==> src/rtl/pixel_encoder_pkg.sv <==
// Shared widths, types and the lowest-set-bit priority encoder for the 128-pixel readout.
package pixel_encoder_pkg;

  localparam int NPIX       = 128;
  localparam int IDX_W      = 7;
  localparam int ADDR_W     = 8;
  localparam int FIFO_DEPTH = 16;

  typedef struct packed {
    logic             found;
    logic [IDX_W-1:0] idx;
  } lsi_t;

  // Scan downward so the last assignment made is the lowest set index.
  function automatic lsi_t lowest_set_index(input logic [NPIX-1:0] vec);
    lsi_t res;
    res.found = |vec;
    res.idx   = '0;
    for (int i = NPIX - 1; i >= 0; i--) begin
      if (vec[i]) begin
        res.idx = IDX_W'(i);
      end
    end
    return res;
  endfunction

endpackage

==> src/rtl/pixel_encoder_128_fifo.sv <==
// Synchronous FIFO: write visible at head one cycle after push; full/empty are registered.
// Push when full and pop when empty are ignored internally.
module pe_sync_fifo
  import pixel_encoder_pkg::*;
#(
  parameter int WIDTH = IDX_W,
  parameter int DEPTH = FIFO_DEPTH
) (
  input  logic             clk,
  input  logic             i_reset,
  input  logic             i_push,
  input  logic             i_pop,
  input  logic [WIDTH-1:0] i_din,
  output logic [WIDTH-1:0] o_dout,
  output logic             o_full,
  output logic             o_empty
);

  localparam int PTR_W = $clog2(DEPTH);
  localparam int CNT_W = PTR_W + 1;

  logic [WIDTH-1:0] r_mem [DEPTH];
  logic [PTR_W-1:0] r_wr_ptr;
  logic [PTR_W-1:0] r_rd_ptr;
  logic [CNT_W-1:0] r_count;
  logic             r_full;
  logic             r_empty;

  logic             w_push;
  logic             w_pop;
  logic [CNT_W-1:0] w_count_nxt;

  assign w_push = i_push & ~r_full;
  assign w_pop  = i_pop & ~r_empty;

  always_comb begin
    w_count_nxt = r_count;
    case ({w_push, w_pop})
      2'b10:   w_count_nxt = r_count + CNT_W'(1);
      2'b01:   w_count_nxt = r_count - CNT_W'(1);
      default: w_count_nxt = r_count;
    endcase
  end

  // Storage carries no reset; occupancy is tracked entirely by the pointers and count.
  always_ff @(posedge clk) begin
    if (w_push) begin
      r_mem[r_wr_ptr] <= i_din;
    end
  end

  always_ff @(posedge clk) begin
    if (i_reset) begin
      r_wr_ptr <= '0;
      r_rd_ptr <= '0;
      r_count  <= '0;
      r_full   <= 1'b0;
      r_empty  <= 1'b1;
    end else begin
      if (w_push) r_wr_ptr <= r_wr_ptr + PTR_W'(1);
      if (w_pop)  r_rd_ptr <= r_rd_ptr + PTR_W'(1);
      r_count <= w_count_nxt;
      r_full  <= (w_count_nxt == CNT_W'(DEPTH));
      r_empty <= (w_count_nxt == '0);
    end
  end

  assign o_dout  = r_mem[r_rd_ptr];
  assign o_full  = r_full;
  assign o_empty = r_empty;

endmodule

==> src/rtl/pixel_encoder_128.sv <==
// 128-pixel column readout: one lowest-index hit encoded per cycle into a FIFO, clear pulse next cycle.
// Hits wait while the FIFO is full; each clkout rising edge (with readout) pops one word onto addr next cycle.
module pixel_encoder_128
  import pixel_encoder_pkg::*;
(
  input  logic              clk,
  input  logic              reset_pe,
  input  logic [NPIX-1:0]   state,
  input  logic              read,
  input  logic              en,
  input  logic              readout,
  input  logic              clkout,
  output logic [ADDR_W-1:0] addr,
  output logic [NPIX-1:0]   reset,
  output logic              full,
  output logic              empty
);

  logic [NPIX-1:0]   r_mask;
  logic [NPIX-1:0]   r_reset;
  logic [ADDR_W-1:0] r_addr;
  logic              r_clkout_q;

  logic [NPIX-1:0]   w_pending;
  lsi_t              w_lsi;
  logic              w_push;
  logic              w_pop_req;
  logic              w_pop_try;
  logic              w_pop;
  logic [NPIX-1:0]   w_hit_onehot;
  logic [IDX_W-1:0]  w_head;
  logic              w_full;
  logic              w_empty;

  // A pixel already queued stays masked until its hit flag drops.
  assign w_pending = state & ~r_mask;
  assign w_lsi     = lowest_set_index(w_pending);

  // full is the registered value from the start of the cycle, so a pop from a
  // full FIFO never lets a same-cycle push through.
  assign w_push       = en & read & ~w_full & w_lsi.found;
  assign w_hit_onehot = w_push ? (NPIX'(1) << w_lsi.idx) : '0;

  assign w_pop_req = clkout & ~r_clkout_q;
  assign w_pop_try = en & readout & w_pop_req;
  assign w_pop     = w_pop_try & ~w_empty;

  pe_sync_fifo #(
    .WIDTH (IDX_W),
    .DEPTH (FIFO_DEPTH)
  ) u_fifo (
    .clk     (clk),
    .i_reset (reset_pe),
    .i_push  (w_push),
    .i_pop   (w_pop),
    .i_din   (w_lsi.idx),
    .o_dout  (w_head),
    .o_full  (w_full),
    .o_empty (w_empty)
  );

  always_ff @(posedge clk) begin
    if (reset_pe) begin
      r_clkout_q <= 1'b0;
    end else begin
      r_clkout_q <= clkout;
    end
  end

  always_ff @(posedge clk) begin
    if (reset_pe) begin
      r_mask <= '0;
    end else if (en) begin
      r_mask <= (r_mask & state) | w_hit_onehot;
    end
  end

  // Global clear during reset; otherwise a single-cycle one-hot per encoded hit.
  always_ff @(posedge clk) begin
    if (reset_pe) begin
      r_reset <= '1;
    end else begin
      r_reset <= w_hit_onehot;
    end
  end

  always_ff @(posedge clk) begin
    if (reset_pe) begin
      r_addr <= '0;
    end else if (w_pop_try) begin
      r_addr <= w_empty ? '0 : {1'b1, w_head};
    end
  end

  assign addr  = r_addr;
  assign reset = r_reset;
  assign full  = w_full;
  assign empty = w_empty;

endmodule

==> config.mk <==
export PLATFORM = sky130hd
export DESIGN_NAME = pixel_encoder_128
export DESIGN_NICKNAME = d
export VERILOG_FILES = /design/src/rtl/pixel_encoder_pkg.sv /design/src/rtl/pixel_encoder_128_fifo.sv /design/src/rtl/pixel_encoder_128.sv
export SDC_FILE = /design/constraint.sdc
export NUM_CORES = 1
export LEC_CHECK = 0
export ABC_AREA = 1
export BUFFER_PORTS_ARGS = -buffer_cell sky130_fd_sc_hd__buf_2
export CAP_MARGIN = 20
export CORE_MARGIN = 1.5
export CORE_UTILIZATION = 55
export DETAILED_ROUTE_END_ITERATION = 10
export PLACE_DENSITY = 0.78
export SYNTH_ARGS = -nofsm -noshare
export SYNTH_HDL_FRONTEND = slang
export SYNTH_SLANG_ARGS = --single-unit
==> constraint.sdc <==
create_clock -name clk -period 9.8 [get_ports clk]
set_clock_uncertainty 0.2 [all_clocks]
set_input_delay 0.98 -clock clk [delete_from_list [all_inputs] [get_ports clk]]
set_output_delay 0.98 -clock clk [all_outputs]
set_load 0.02 [all_outputs]
**After elaboration in Yosys (flattened, before gate mapping)**

Memory sizes are Yosys's and may differ from the RTL's. A register that Yosys moved wholly into a read port is not among the register bits.
Index checks and enable logic that the tools add are counted.

- Bits in registers: 280
- Bits in writable memories: 112
- Input port bits: 134
- Output and inout port bits: 138
- Logic and storage cells: 171
- Memories kept: 1

- Add/subtract/negate cells: 4
- Equality and inequality tests: 3
- Shift operators: 1
- Muxes and demuxes: 135
- Bitwise gates (word level): 16
- Reduce and logical (&&, ||, !) cells: 2

Memories:

| name | depth | width | rd ports | clocked after memory_dff | wr ports | RTL line | RTL |
|---|---|---|---|---|---|---|---|
| u_fifo.r_mem | 16 | 7 | 1 | 1 | 1 | pixel_encoder_128_fifo.sv:22 | `logic [WIDTH-1:0] r_mem [DEPTH];` |

Operators with widths:

| cell | number |
|---|---|
| $mux W7 | 128 |
| $and A128 B128 Y128 | 2 |
| $mux W128 | 1 |
| $not A128 Y128 | 1 |
| $or A128 B128 Y128 | 1 |
| $reduce_or A128 Y1 | 1 |
| $shl A1 B7 Y128 const A | 1 |
| $pmux W5 S2 | 1 |
| $and A1 B1 Y1 | 9 |
| $add A4 B1 Y4 const B | 2 |
| $mux W4 | 2 |
| $mux W8 | 1 |
| $add A5 B1 Y5 const B | 1 |
| $eq A5 B5 Y1 const B | 1 |
| $logic_not A5 Y1 | 1 |
| $sub A5 B1 Y5 const B | 1 |
| $not A1 Y1 | 3 |
| $eq A2 B1 Y1 const B | 1 |
| $eq A2 B2 Y1 const B | 1 |
| $mux W1 | 2 |

**Longest topological paths before layout**

- Word-level depth: 133
- Gate-level depth with buffers: 133
- Gate-level depth less buffers: 133

**By module**

A second synthesis with hierarchy kept.

- Cell total of the unflattened synthesis: 2,003
- Area total of the unflattened synthesis: 16,654.7 um^2

Modules (own cells, without submodules):

| module | instances | cells an instance | area each (um^2) | sequential area each (um^2) |
|---|---|---|---|---|
| pixel_encoder_128 | 1 | 1,554 | 11,135.7 | 5,305.1 |
| pe_sync_fifo | 1 | 449 | 5,519.0 | 3,743.6 |

**Worst setup path before layout**

Ideal clock, no wire load.

- Path type: input -> register
- From: input port state[127]
- To: register r_mask[126]
- Setup time: 70 ps
- Arrival time: 7,067 ps
- Data required time: 9,530 ps
- Slack: 2,463 ps
- Stages: 133
- Path buffers: 0
- Path through: inv_2 -> nor2_1 -> nand2_1 -> nand2_1 -> nand2_1 -> nand2_1 -> nand2_1 -> nand2_1 -> nand2_1 -> nand2_1 -> nand2_1 -> nand2_1 -> nand2_1 -> nand2_1 -> nand2_1 -> nand2_1 -> nand2_1 -> nand2_1 -> [97 not listed] -> nand2_1 -> nand2_1 -> nand2_1 -> nand2_1 -> nand2_1 -> nand2_1 -> nand2_1 -> nand2_1 -> nand2_1 -> nand2_1 -> nand2_1 -> nand2_2 -> nand2_4 -> nand2_8 -> nand3_4 -> nor2_4 -> nand4_1 -> a21oi_1

- Cells in the longest elaborated chain, start to end: 132
- Elaborated cells on any way between the ends: 134
- Classes of those cells: shift (1); mux (129); bitwise (3); reduce/logical (1)

Ends and longest elaborated chain:

| what | RTL line | RTL |
|---|---|---|
| start: declaration | pixel_encoder_128.sv:8 | `input logic [NPIX-1:0] state,` |
| $and A128 B128 Y128 * | pixel_encoder_128.sv:36 | `assign w_pending = state & ~r_mask;` |
| $mux W7 (128 in series) | pixel_encoder_pkg.sv:20 | `if (vec[i]) begin` |
| $shl A1 B7 Y128 | pixel_encoder_128.sv:42 | `assign w_hit_onehot = w_push ? (NPIX'(1) << w_lsi.idx) : '0;` |
| $mux W128 * | pixel_encoder_128.sv:42 |  |
| $or A128 B128 Y128 * | pixel_encoder_128.sv:74 | `r_mask <= (r_mask & state) \| w_hit_onehot;` |
| end signal: assignment | pixel_encoder_128.sv:74 |  |
| end: declaration | pixel_encoder_128.sv:19 | `logic [NPIX-1:0] r_mask;` |

Every way passes the cells marked *; elsewhere a longest branch is shown, timed or not.
A chain may end at the register's enable or synchronous reset.

**Worst setup path after layout**

- From: input port state[127]
- To: register r_mask[108]

The elaborated chain is that of the path after synthesis.

==> run_results.csv <==
group,metric,value,unit
timing,drv_slew,0,
timing,hold_violations,0,
worst_setup_path,critPathTopFamily,"simple AND/OR/NAND/NOR gates",
worst_setup_path,cp-startpoint,"state[127]",
yosys,synthDistinctLibCells,38,
detailed_routing,viasPerCell,5.68,
yosys,synthAdderAreaFrac,0.806,%
power_and_ir_drop,swShare,23.5,%
die,die_w,176,um
layout,final_cell_mix,"nand2_1, dfxtp_1, buf_2",
timing,grt_setup_unrepaired,"no",
detailed_routing,routed_wl,49.8,mm
worst_setup_path,cp_max_fo,7,
yosys,syn-num-nets,2127,
worst_setup_path,cp.arrival,8.52,ns
hold_path,hold_end,"addr[7]$_SDFFE_PP0P_",
placement,port_buffers,271,
global_routing,grt_pass1_wl,75.0,mm
yosys,synth_top_family_by_area,"simple AND/OR/NAND/NOR gates",
worst_setup_path,rrSetupSlack,1.75,ns
worst_setup_path,cp_common_cell,"nand2_1",
yosys,ys_warn_count,0,
power_and_ir_drop,power,3.57,mW
cts,cts_resized,0,
timing,period_share,84.6,%
cts,insertion_delay,0.53,ns
yosys,synth_top_area_share,34.6,%
detailed_routing,firstDrtPassIters,6,
global_routing,grt_max_degree,90,
power_and_ir_drop,pwr-share-seq,48.4,%
detailed_routing,vias,15000,
yosys,netlist_instances,1983,
yosys,synthTopCellsByArea,"dfxtp_1, edfxtp_1, nand2_1",
detailed_routing,remaining_drc_errors,0,
power_and_ir_drop,irDropWorstVdd,0.125,mV
detailed_routing,ant_nets,0,
die,core-area,29600,um2
cts,path_clk_slew,0.06,ns
yosys,synth_compound_area_share,12.5,%
cts,cts_made_buffers,40,
hold_path,whs_path_depth,2,
worst_setup_path,worstSetupStartpointType,"input port",
yosys,syn_avg_cell_area,8.30,um2
timing,max_freq,0.121,GHz
timing,tns,0,ns
worst_setup_path,critical-path-max-stage-delay,0.41,ns
worst_setup_path,timing.rr.start,"r_mask[127]$_SDFFE_PP0P_",
power_and_ir_drop,internal_power,2.73,mW
power_and_ir_drop,p_leak,8.02,nW
cts,ctsHoldBuffers,0,
global_routing,grt_use_total,31.5,%
placement,place.gp.congestion,0.895,
global_routing,antenna_found_initial,4,
power_and_ir_drop,pwr-share-comb,8.1,%
layout,layout_commonest_cell,"nand2_1",
die,dieArea,31000,um2
timing,relSlewSlack,27.6,%
yosys,yosys.area_share.simple,23.0,%
cts,clock-sinks,396,
job,maxCapViolations,0,
cts,cts_setup_buffers,0,
placement,dp_hpwl,34.0,mm
cts,clockRootBuffer,"clkbuf_16",
worst_setup_path,slowest_stage,"nor2_2",
die,die_h,176,um
yosys,synth_area,16500,um2
placement,pre_cts_ws,1.15,ns
placement,place_inst,2562,
global_routing,overflow,0,
power_and_ir_drop,powerDensity,184,nW/um2
timing,fin_crit,8.29,ns
yosys,ys_ff_latch,396,
detailed_routing,drtIter0Drc,1873,
worst_setup_path,required,10.03,ns
hold_path,hold_path_class,"register to register",
die,pin_count,272,
cts,cts.path.max_buffers,3,
yosys,synth.area.mux_share,1.70,%
global_routing,grt_pass1_vias,14200,
run_status,outcome,"completed",
timing,fin_ws,1.51,ns
hold_path,hold_path_startpoint,"addr[7]$_SDFFE_PP0P_",
die,start_util,55.7,%
layout,nNetsFinal,2358,
layout,utilization,65.6,%
global_routing,grtUsageMet2,50.3,%
layout,syn_to_final_growth,17.8,%
detailed_routing,wl_per_cell,18.9,um
worst_setup_path,path_buf_inv,2,
yosys,yosysTopAreaCell,"dfxtp_1",
cts,htreeDepth,2,
yosys,synth_xor_xnor_area_share,0.213,%
die,num_rows,63,
global_routing,grt_use_met3,6.61,%
yosys,seq_area_frac_synth,55.0,%
power_and_ir_drop,p_sw,840,uW
cts,cts_tree,"built",
worst_setup_path,cp-end-kind,"register",
global_routing,met1_usage,40.2,%
layout,final_cells,2636,
timing,worst_pin_slew,1.08,ns
layout,layout-drive-gt1-share,17.4,%
power_and_ir_drop,clkPwrFrac,43.5,%
worst_setup_path,path_class,"input port to register",
global_routing,top_usage_layer,"met2",
worst_setup_path,r2r-end,"r_mask[108]$_SDFFE_PP0P_",
worst_setup_path,critical_path_depth,134,
timing,finalSetupViolCount,0,
worst_setup_path,r2r_cells,132,
-- sequential cells by signal, summed over array words and instances, names as in the netlist, named ones only --
signal / flops
u_fifo.r_rd_ptr: 4
r_clkout_q: 1
u_fifo.o_empty: 1
u_fifo.o_full: 1
addr: 8
r_mask: 128
u_fifo.r_count: 5
reset: 128
u_fifo.r_wr_ptr: 4
u_fifo.r_mem: 112
-- worst max path at each step --
stage	endpoint	slack (ns)
4_1_cts	r_mask[114]$_SDFFE_PP0P_	1.62
6_report	r_mask[108]$_SDFFE_PP0P_	1.51
3_3_place_gp	r_mask[114]$_SDFFE_PP0P_	1.09
2_1_floorplan	r_mask[126]$_SDFFE_PP0P_	2.46
5_1_grt	r_mask[62]$_SDFFE_PP0P_	0.26
3_5_place_dp	r_mask[108]$_SDFFE_PP0P_	1.15
-- stage by stage --
stage	area, um2	hold WS, ns
2_1_floorplan	16500	0.254
3_3_place_gp	18000	0.252
3_5_place_dp	18100	0.260
4_1_cts	19400	0.270
5_1_grt	19400	0.293
6_report	19400	0.265
-- per-layer routing --
metal,vias up,routed length (um)
met5,-,13
met4,2,2680
met3,157,4950
met2,756,23000
met1,7005,19100
li1,7051,-
-- power groups by stage --
stage / sequential (mW) / clock [mW] / combinational (mW)
3_5_place_dp: 1.76 / 0 / 0.285
3_3_place_gp: 1.76 / 0 / 0.281
2_1_floorplan: 1.80 / 0 / 0.133
5_1_grt: 1.73 / 1.62 / 0.314
6_report: 1.73 / 1.55 / 0.290
4_1_cts: 1.73 / 1.56 / 0.287
-- cells in the mapped netlist (all sizes together) --
cell      n
nor3b     1
a211oi    1
xor2      3
dfxtp   284
nand2   541
o211ai    1
ha        9
o21bai    2
inv     189
nor2    162
clkbuf   65
nand4   105
o22ai     8
xnor2     1
mux2i    28
a31oi     7
buf      31
a21oi   173
clkinv    2
o21ai   208
nor4      1
nand3    39
a21o      1
edfxtp  112
nor3      5
o31ai     3
fa        1
-- worst min-delay path: cells and delay by family, from the launching register on --
family | cells | cell delay, ns
compound gates | 1 | 0.05
simple gates | 1 | 0.06
flops | 1 | 0.31
-- area by class of cell --
type	count	area, um2
Fill cell	2423	10200
Sequential cell	396	9050
Multi-Input combinational cell	1300	6320
Timing Repair Buffer	285	1480
Clock buffer	49	1070
Inverter	191	721
Tap cell	390	488
Clock inverter	21	254
Antenna cell	4	10.0
-- cells by family (layout without fill, tap and decap cells) --
logic type | after synthesis | in the layout
buffers and inverters | 287 | 546
xor gates and xnor gates | 4 | 4
and+or+nand+nor | 854 | 854
adders and majority gates | 10 | 10
muxes | 28 | 28
other | 0 | 4
DFF | 396 | 396
AOI/OAI and AO/OA | 404 | 404
No activity file was read; power rests on OpenSTA's default activity.
